--- config.mk ---
export PLATFORM = sky130hd
export DESIGN_NAME = seg7_scan_mux_flat
export DESIGN_NICKNAME = d
export VERILOG_FILES = /design/src/rtl/seg7_scan_mux_if.sv /design/src/rtl/seg7_scan_mux.sv /design/src/flat_wrapper.sv
export SDC_FILE = /design/constraint.sdc
export NUM_CORES = 1
export LEC_CHECK = 0
export ABC_AREA = 1
export CAP_MARGIN = 25
export CELL_PAD_IN_SITES_DETAIL_PLACEMENT = 1
export CELL_PAD_IN_SITES_GLOBAL_PLACEMENT = 2
export CORE_ASPECT_RATIO = 0.8
export CORE_MARGIN = 10
export CORE_UTILIZATION = 40
export CTS_CLUSTER_SIZE = 24
export DETAILED_ROUTE_END_ITERATION = 10
export DONT_BUFFER_PORTS = 1
export GPL_TIMING_DRIVEN = 0
export PLACE_DENSITY = 0.84
export SLEW_MARGIN = 25
export SYNTH_ARGS = -nofsm -noshare
export SYNTH_HDL_FRONTEND = slang
export SYNTH_SLANG_ARGS = --single-unit
export TNS_END_PERCENT = 50
--- constraint.sdc ---
create_clock -name clk -period 2.6 [get_ports clk]
set_clock_uncertainty 0.1 [all_clocks]
set_input_delay 0.13 -clock clk [delete_from_list [all_inputs] [get_ports clk]]
set_output_delay 0.13 -clock clk [all_outputs]
set_load 0.02 [all_outputs]
--- src/rtl/seg7_scan_mux_if.sv ---
// Bus bundle for the 7-segment scan multiplexer: control/data in, display drive out.
// Handshake: load is a single-cycle strobe sampled on the rising clock edge; there is
// no ready/backpressure, the scanner accepts every strobe. Outputs are registered.
interface seg7_scan_mux_if #(
    parameter int N_DIGITS = 4
);
    localparam int IDX_W = (N_DIGITS > 1) ? $clog2(N_DIGITS) : 1;

    logic                  en;
    logic                  load;
    logic [4*N_DIGITS-1:0] value;
    logic [N_DIGITS-1:0]   dp_in;
    logic [3:0]            hex;
    logic [N_DIGITS-1:0]   an_n;
    logic                  dp_n;
    logic                  blank;
    logic [IDX_W-1:0]      digit_idx;

    // Driver side (board logic / testbench)
    modport master (
        output en, load, value, dp_in,
        input  hex, an_n, dp_n, blank, digit_idx
    );

    // Scanner side
    modport slave (
        input  en, load, value, dp_in,
        output hex, an_n, dp_n, blank, digit_idx
    );
endinterface

--- src/rtl/seg7_scan_mux.sv ---
// Time-multiplexed scanner for a common-anode multi-digit 7-segment display.
// A prescaler divides clk into digit slots; each slot starts with a short anode-off
// guard period so the previous digit's segments never ghost onto the next anode.
module seg7_scan_mux #(
    parameter int N_DIGITS = 4,
    parameter int CLK_DIV  = 50000,
    parameter int DEAD_CYC = 2,
    parameter int BLANK_LZ = 1
) (
    input  logic               clk,
    input  logic               rst_n,
    seg7_scan_mux_if.slave     bus
);
    localparam int IDX_W  = (N_DIGITS > 1) ? $clog2(N_DIGITS) : 1;
    localparam int CNT_W  = (CLK_DIV > 1) ? $clog2(CLK_DIV) : 1;
    localparam int DEAD_W = $clog2(DEAD_CYC + 1);

    logic [4*N_DIGITS-1:0] r_shadow;
    logic [N_DIGITS-1:0]   r_dp;
    logic [CNT_W-1:0]      r_cnt;
    logic [IDX_W-1:0]      r_idx;
    logic [DEAD_W-1:0]     r_dead;

    logic [3:0]            r_hex;
    logic [N_DIGITS-1:0]   r_an_n;
    logic                  r_dp_n;
    logic                  r_blank;
    logic [IDX_W-1:0]      r_digit_idx;

    logic                  w_tick;
    logic                  w_zero_run;
    logic [N_DIGITS-1:0]   w_lz;
    logic [3:0]            w_cur_nib;
    logic                  w_cur_dp;
    logic                  w_cur_lz;
    logic [N_DIGITS-1:0]   w_sel;

    assign w_tick = bus.en && (r_cnt == CNT_W'(CLK_DIV - 1));

    // Shadow capture: a load strobe is honoured whether or not scanning is enabled
    always_ff @(posedge clk or negedge rst_n) begin
        if (!rst_n) begin
            r_shadow <= '0;
            r_dp     <= '0;
        end else if (bus.load) begin
            r_shadow <= bus.value;
            r_dp     <= bus.dp_in;
        end
    end

    // Slot timing: prescaler, digit index and guard counter, all frozen while en=0
    always_ff @(posedge clk or negedge rst_n) begin
        if (!rst_n) begin
            r_cnt  <= '0;
            r_idx  <= '0;
            r_dead <= DEAD_W'(DEAD_CYC);
        end else if (bus.en) begin
            if (w_tick) begin
                r_cnt  <= '0;
                r_idx  <= (r_idx == IDX_W'(N_DIGITS - 1)) ? '0 : r_idx + IDX_W'(1);
                r_dead <= DEAD_W'(DEAD_CYC);
            end else begin
                r_cnt <= r_cnt + CNT_W'(1);
                if (r_dead != '0) begin
                    r_dead <= r_dead - DEAD_W'(1);
                end
            end
        end
    end

    // Leading-zero flags: digit i is blank when it and every digit above it are zero
    always_comb begin
        w_zero_run = 1'b1;
        w_lz       = '0;
        for (int i = N_DIGITS - 1; i >= 0; i--) begin
            w_zero_run = w_zero_run && (r_shadow[4*i +: 4] == 4'h0);
            w_lz[i]    = (BLANK_LZ != 0) && (i > 0) && w_zero_run;
        end
    end

    // Select nibble, decimal point and blank flag of the digit in the current slot
    always_comb begin
        w_cur_nib = 4'h0;
        w_cur_dp  = 1'b0;
        w_cur_lz  = 1'b0;
        for (int i = 0; i < N_DIGITS; i++) begin
            if (r_idx == IDX_W'(i)) begin
                w_cur_nib = r_shadow[4*i +: 4];
                w_cur_dp  = r_dp[i];
                w_cur_lz  = w_lz[i];
            end
        end
    end

    assign w_sel = N_DIGITS'(1) << r_idx;

    // Registered display drive; reset darkens the anodes without waiting for a clock
    always_ff @(posedge clk or negedge rst_n) begin
        if (!rst_n) begin
            r_hex       <= 4'h0;
            r_an_n      <= '1;
            r_dp_n      <= 1'b1;
            r_blank     <= 1'b0;
            r_digit_idx <= '0;
        end else begin
            r_hex       <= w_cur_nib;
            r_dp_n      <= ~w_cur_dp;
            r_blank     <= w_cur_lz;
            r_digit_idx <= r_idx;
            r_an_n      <= (bus.en && (r_dead == '0) && !w_cur_lz) ? ~w_sel : '1;
        end
    end

    assign bus.hex       = r_hex;
    assign bus.an_n      = r_an_n;
    assign bus.dp_n      = r_dp_n;
    assign bus.blank     = r_blank;
    assign bus.digit_idx = r_digit_idx;

endmodule
--- src/flat_wrapper.sv ---
// flat-port wrapper written by rule: the top's interface ports become plain ports
module seg7_scan_mux_flat 
#(
    parameter int N_DIGITS = 4,
    parameter int CLK_DIV  = 50000,
    parameter int DEAD_CYC = 2,
    parameter int BLANK_LZ = 1
)
  (clk, rst_n, bus_en, bus_load, bus_value, bus_dp_in, bus_hex, bus_an_n, bus_dp_n, bus_blank, bus_digit_idx);
  seg7_scan_mux_if #(.N_DIGITS(N_DIGITS)) bus_i ();
  input  logic clk;
  input  logic rst_n;
  input wire logic [$bits(bus_i.en)-1:0] bus_en;
  input wire logic [$bits(bus_i.load)-1:0] bus_load;
  input wire logic [$bits(bus_i.value)-1:0] bus_value;
  input wire logic [$bits(bus_i.dp_in)-1:0] bus_dp_in;
  output wire logic [$bits(bus_i.hex)-1:0] bus_hex;
  output wire logic [$bits(bus_i.an_n)-1:0] bus_an_n;
  output wire logic [$bits(bus_i.dp_n)-1:0] bus_dp_n;
  output wire logic [$bits(bus_i.blank)-1:0] bus_blank;
  output wire logic [$bits(bus_i.digit_idx)-1:0] bus_digit_idx;
  assign bus_i.en = bus_en;
  assign bus_i.load = bus_load;
  assign bus_i.value = bus_value;
  assign bus_i.dp_in = bus_dp_in;
  assign bus_hex = bus_i.hex;
  assign bus_an_n = bus_i.an_n;
  assign bus_dp_n = bus_i.dp_n;
  assign bus_blank = bus_i.blank;
  assign bus_digit_idx = bus_i.digit_idx;
  seg7_scan_mux #(.N_DIGITS(N_DIGITS), .CLK_DIV(CLK_DIV), .DEAD_CYC(DEAD_CYC), .BLANK_LZ(BLANK_LZ)) u_core (.clk(clk), .rst_n(rst_n), .bus(bus_i));
endmodule
[After elaboration in Yosys (flattened, before gate mapping)]
Cells that the tools add are included.
Word-level totals
  bits in registers: 52
Operators by class
  muxes and demuxes: 16
  add/sub/neg operators: 3
  bitwise operators: 2
  reduce and logical (&&, ||, !) cells: 15
  equality and inequality tests: 4
  shift-type cells: 1
Operators by type and width (count)
  two-way mux 4 bit: 5
  adder 16 x 1 -> 16 bit, second input constant: 1
  equality test 16 bit, second input constant: 1
  two-way mux 16 bit: 1
  logical NOT 4 bit: 3
  two-way mux 1 bit: 7
  two-way mux 2 bit: 3
  logical AND 1 bit: 5
  equality test 2 bit, second input constant: 2
  logical NOT 2 bit: 2
  NOT 4 bit: 1
  AND reduction 2 bit: 2
  nonzero test 2 bit: 2
  left shift 1 x 2 -> 4 bit, first input constant: 1
  adder 2 x 1 -> 2 bit, second input constant: 1
  equality test 2 x 1 -> 1 bit, second input constant: 1
  subtractor 2 x 1 -> 2 bit, second input constant: 1
  logical NOT 1 bit: 1
  NOT 1 bit: 1

[Longest topological paths before layout]
  depth after elaboration: 9
  mapped depth: 9
  mapped depth without buffers: 9

[Worst setup path after synthesis]
Ideal clock, no wire load.
  path kind: register -> register
  start: register u_core.r_idx[0]
  end: register u_core.r_an_n[3], in the netlist u_core.bus.an_n[3]
  setup time: 94 ps
  arrival time: 1196 ps
  buffers on the path: 0
  clock period less this slack: 1389 ps
  cell stages (with the launch flop): 9
  setup slack: 1211 ps
  required time: 2406 ps
  cells stage by stage: dfrtp_1 -> inv_1 -> ha_1 -> inv_1 -> o21ai_0 -> nand2_1 -> nand2_1 -> nand2_1 -> nand3_1
On the way
  cells in the longest elaborated chain, start to end: 7
  elaborated cells on any way between the ends: 11
  those cells by class: eq/ne (3); shift (1); mux (4); bitwise (1); reduce/logical (2)
RTL lines
  from (decl): line seg7_scan_mux.sv:21  | logic [IDX_W-1:0] r_idx;
  from (signal assigned): line seg7_scan_mux.sv:60  | r_idx <= (r_idx == IDX_W'(N_DIGITS - 1)) ? '0 : r_idx + IDX_W'(1);
  equality test 2 x 1 -> 1 bit: line seg7_scan_mux.sv:87  | if (r_idx == IDX_W'(i)) begin
  two-way mux 1 bit (3 in series): line seg7_scan_mux.sv:87
  logical NOT 1 bit: line seg7_scan_mux.sv:110  | r_an_n <= (bus.en && (r_dead == '0) && !w_cur_lz) ? ~w_sel : '1;
  logical AND 1 bit: line seg7_scan_mux.sv:110
  two-way mux 4 bit (*): line seg7_scan_mux.sv:110
  to (signal assigned): line seg7_scan_mux.sv:110
  to (decl): line seg7_scan_mux.sv:25  | logic [N_DIGITS-1:0] r_an_n;
Every way passes the cells marked *; elsewhere a longest branch is shown, timed or not.
A chain may end at the register's enable or synchronous reset.

[Worst setup path in the final report]
  start: register u_core.r_idx[0]
  end: register u_core.r_an_n[1], in the netlist u_core.bus.an_n[1]
The elaborated chain is that of the path after synthesis.

==> summary.md <==
| Metric | Value |
|---|---|
| Post-Synth XOR/XNOR Area | `between 1.5 and 2%` |
| Crit path buffers/inverters | `2` |
| Largest cells by area after synthesis | `dfrtp_1, nand2_1, dfstp_2` |
| Iter 0 DRT Violations | `62` |
| Combinational power share | `between 20 and 25%` |
| Die ar. | `about 10000 µm²` |
| Fin area | `2930 µm²` |
| Fin. max-slew vios | `0` |
| Post-synth top cells | `nand2_1, dfrtp_1, inv_1` |
| NetSw | `0.678 mW` |
| Placed cell count | `368` |
| Clock slew at reported path FFs | `0.09 ns` |
| Crit. End Element | `flop` |
| Synth top area share | `46.2%` |
| Worst skew pair latency | `0.30 ns` |
| Initial antenna violation count | `0` |
| CP dominant cell by count | `nand2_1` |
| Vias in the first global route | `about 2100` |
| Max-cap viol count | `0` |
| Count leader, synth | `nand2_1` |
| Layout fillers | `roughly 700` |
| Leakage | `1.42 nW` |
| Min-Delay Path Class | `in -> reg` |
| Vias per cell | `4.87` |
| Cells after Synth | `approximately 290` |
| GRT Util Overall | `13.5%` |
| Htree depth | `2` |
| Overall Power | `2.01 mW` |
| Ys async rst share | `100%` |
| Post-synth EDFFs | `0` |
| GP Congestion | `0.746` |
| Root buf cell | `clkbuf_8` |
| Initial Utilization | `between 40% and 50%` |
| Yosys warns | `0` |
| TritonCTS clock tree | `built` |
| Slowest cell on crit path | `dfrtp_1` |
| Die Span Y | `about 90 µm` |
| Hold-fix buffers, CTS | `23` |
| Fin util | `roughly half` |
| DRC viols | `0` |
| Main combinational cell family by area after synthesis | `simple AND/OR/NAND/NOR gates` |
| Hold Fails Final Rpt | `0` |
| Syn Area/Cell | `8.68 µm²` |
| Worst Path Arrival | `1.90 ns` |
| Power share of the sequential group | `53.3%` |
| Clock tree buffer depth | `2` |
| Nets | `approximately 350` |
| Crit path required time | `2.74 ns` |
| P per Cell Area | `684 nW/µm²` |
| Post-CTS setup buffers | `0` |
| Row count | `25` |
| Period Utilization, post-route | `67.5%` |
| Slew HR | `68.9%` |
| Largest area contributor in the netlist | `dfrtp_1` |
| Setup violators final | `0` |
| Adder-Cell Fraction of Synth Area | `between 3 and 4%` |
| DP Area | `2590 µm²` |
| Netlist cell types | `30` |
| Count of state elements after synthesis | `between 50 and 60` |
| Routed wire per std cell | `15.9 µm` |
| Syn-to-layout area delta | `17.7%` |
| Simple-gate share of the synthesized area | `22.5%` |
| Ratio of cells with drive above 1 in the final layout | `13.5%` |
| Detailed placement HPWL | `4670 µm` |
| Unrepaired setup endpoints after global routing | `false` |
| I/O Buffers | `0` |
| Min Tclk post-route | `roughly 1.8 ns` |
| Worst setup SP type | `flop` |
| Worst-Margin Slew | `0.467 ns` |
| Final antenna diode count | `0` |
| Mapped Area | `2490 µm²` |
| Mux share of post-synthesis cell area | `less than 1%` |
| Die Span X | `108 µm` |
| Remaining Overflow, GRT | `0` |
| Mapped Nets | `317` |
| Post-synthesis sequential area ratio | `52.5%` |
| Largest net degree at the start of global routing | `53` |
| Wirelength, routed | `6360 µm` |
| CTS Buf Count | `5` |
| Setup TNS | `0 ns` |
| Io pins | `36` |
| Post-synthesis compound-gate area fraction | `10.7%` |
| Internal | `1.33 mW` |
| Post-route non-filler standard cell count | `399` |
| Total number of vias | `1944` |
| Crit path largest cell delay | `0.43 ns` |
| Worst-path fanout max | `7` |
| VDD IR-drop max | `0.324 mV` |
| CTS sink cnt | `52` |
| Sw Ratio | `33.8%` |
| Core area | `5970 µm²` |
| Worst path cell trace | `inv_1 > ha_1 > inv_1 > o21ai_0 > nand2_1 > nand2_1 > nand2_1 > nand3_1` |
| Clock share of power | `23.7%` |
| Drt first pass iters | `4` |
| Top delay family on crit path | `flip-flops` |
| Cts repair resizes | `0` |
| Global-route wire length before repair | `10700 µm` |
| Worst setup path category | `reg -> reg` |
| Fmax | `around 570 MHz` |
| Antenna-violating nets left | `0` |
| Synth Flop Type | `dfrtp_1` |
| Status | `complete, no violations` |
metal layers:
| layer | share of wire (%) | track usage [%] | up-vias |
|---|---|---|---|
| li1 | - | - | 970 |
| met1 | 52 | 19.0 | 944 |
| met2 | 43 | 19.8 | 25 |
| met3 | 3.6 | 3.42 | 5 |
| met4 | 0.90 | 3.62 | 0 |
| met5 | 0 | 0 | - |
worst reg2reg max path, delay by kind of cell, from the launching register on:
kind                       cells  cell delay (ns)
AOI/OAI and AO/OA              1             0.15
and+or+nand+nor                4             0.40
adders and majority gates      1             0.33
buffers and inverters          2             0.29
DFF                            1             0.43
power by group through the flow:
stage          logic (mW)  registers [mW]  clock network [mW]
2_1_floorplan       0.331            1.05                   0
4_1_cts             0.466            1.07               0.500
6_report            0.462            1.07               0.475
3_3_place_gp        0.403            1.08                   0
3_5_place_dp        0.415            1.09                   0
5_1_grt             0.535            1.08               0.527
final timing paths:
kind | slack [ns] | from | endpoint | depth (start not counted)
worst max register to register | 0.85 | u_core.r_idx[0] | u_core.bus.an_n[1] | 8
min in group asynchronous | 0.23 | rst_n | u_core.bus.hex[3] | 2
max in group asynchronous | 1.89 | rst_n | u_core.bus.an_n[0] | 2
worst min-delay path | 0.02 | bus_en | u_core.r_cnt[0] | 2
worst min register to register | 0.35 | u_core.r_dp[3] | u_core.bus.dp_n | 1
worst max-delay path | 0.85 | u_core.r_idx[0] | u_core.bus.an_n[1] | 8
state kept, by name, indices dropped and copies added (netlist names):
| name | cells |
|---|---|
| u_core.r_cnt | 16 |
| u_core.r_shadow | 16 |
| u_core.bus.an_n | 4 |
| u_core.bus.hex | 4 |
| u_core.r_dp | 4 |
| u_core.bus.digit_idx | 2 |
| u_core.r_dead | 2 |
| u_core.r_idx | 2 |
| u_core.bus.blank | 1 |
| u_core.bus.dp_n | 1 |
layout by cell type, fill, tap and decap left out, types with 5 or more instances in the layout:
cell type / count
nand3_1: 15
clkbuf_8: 6
inv_1: 42
ha_1: 6
a22oi_1: 5
dfstp_2: 6
nor2_1: 18
dlygate4sd3_1: 22
dfrtp_1: 46
nor2_2: 6
inv_2: 7
o21ai_0: 25
a21oi_1: 13
nand2_1: 61
cell type report:
| type | instances | area, µm² | area share (%) |
|---|---|---|---|
| Buffer | 6 | 28.8 | 0.981 |
| Clock buffer | 6 | 82.6 | 2.81 |
| Clock inverter | 2 | 10.0 | 0.341 |
| Inverter | 49 | 184 | 6.27 |
| Multi-Input combinational cell | 180 | 971 | 33.1 |
| Sequential cell | 52 | 1310 | 44.6 |
| Tap cell | 81 | 101 | 3.45 |
| Timing Repair Buffer | 23 | 248 | 8.44 |
per-stage QoR:
step,hold slack (ns),setup slack [ns]
2_1_floorplan,-0.266,1.21
4_1_cts,0.00688,0.834
3_3_place_gp,-0.264,0.912
5_1_grt,0.0236,0.674
3_5_place_dp,-0.264,0.853
6_report,0.0218,0.845
cell families (layout without fill, tap and decap cells):
group,after synthesis,count (layout)
adder cells (fa/ha/maj),6,6
buffers and inverters,55,86
XOR/XNOR,5,5
AND/OR/NAND/NOR,118,118
AO/OA/AOI/OAI,49,49
flip-flops,52,52
multiplexers,2,2
No activity file was read; power rests on OpenSTA's default activity.
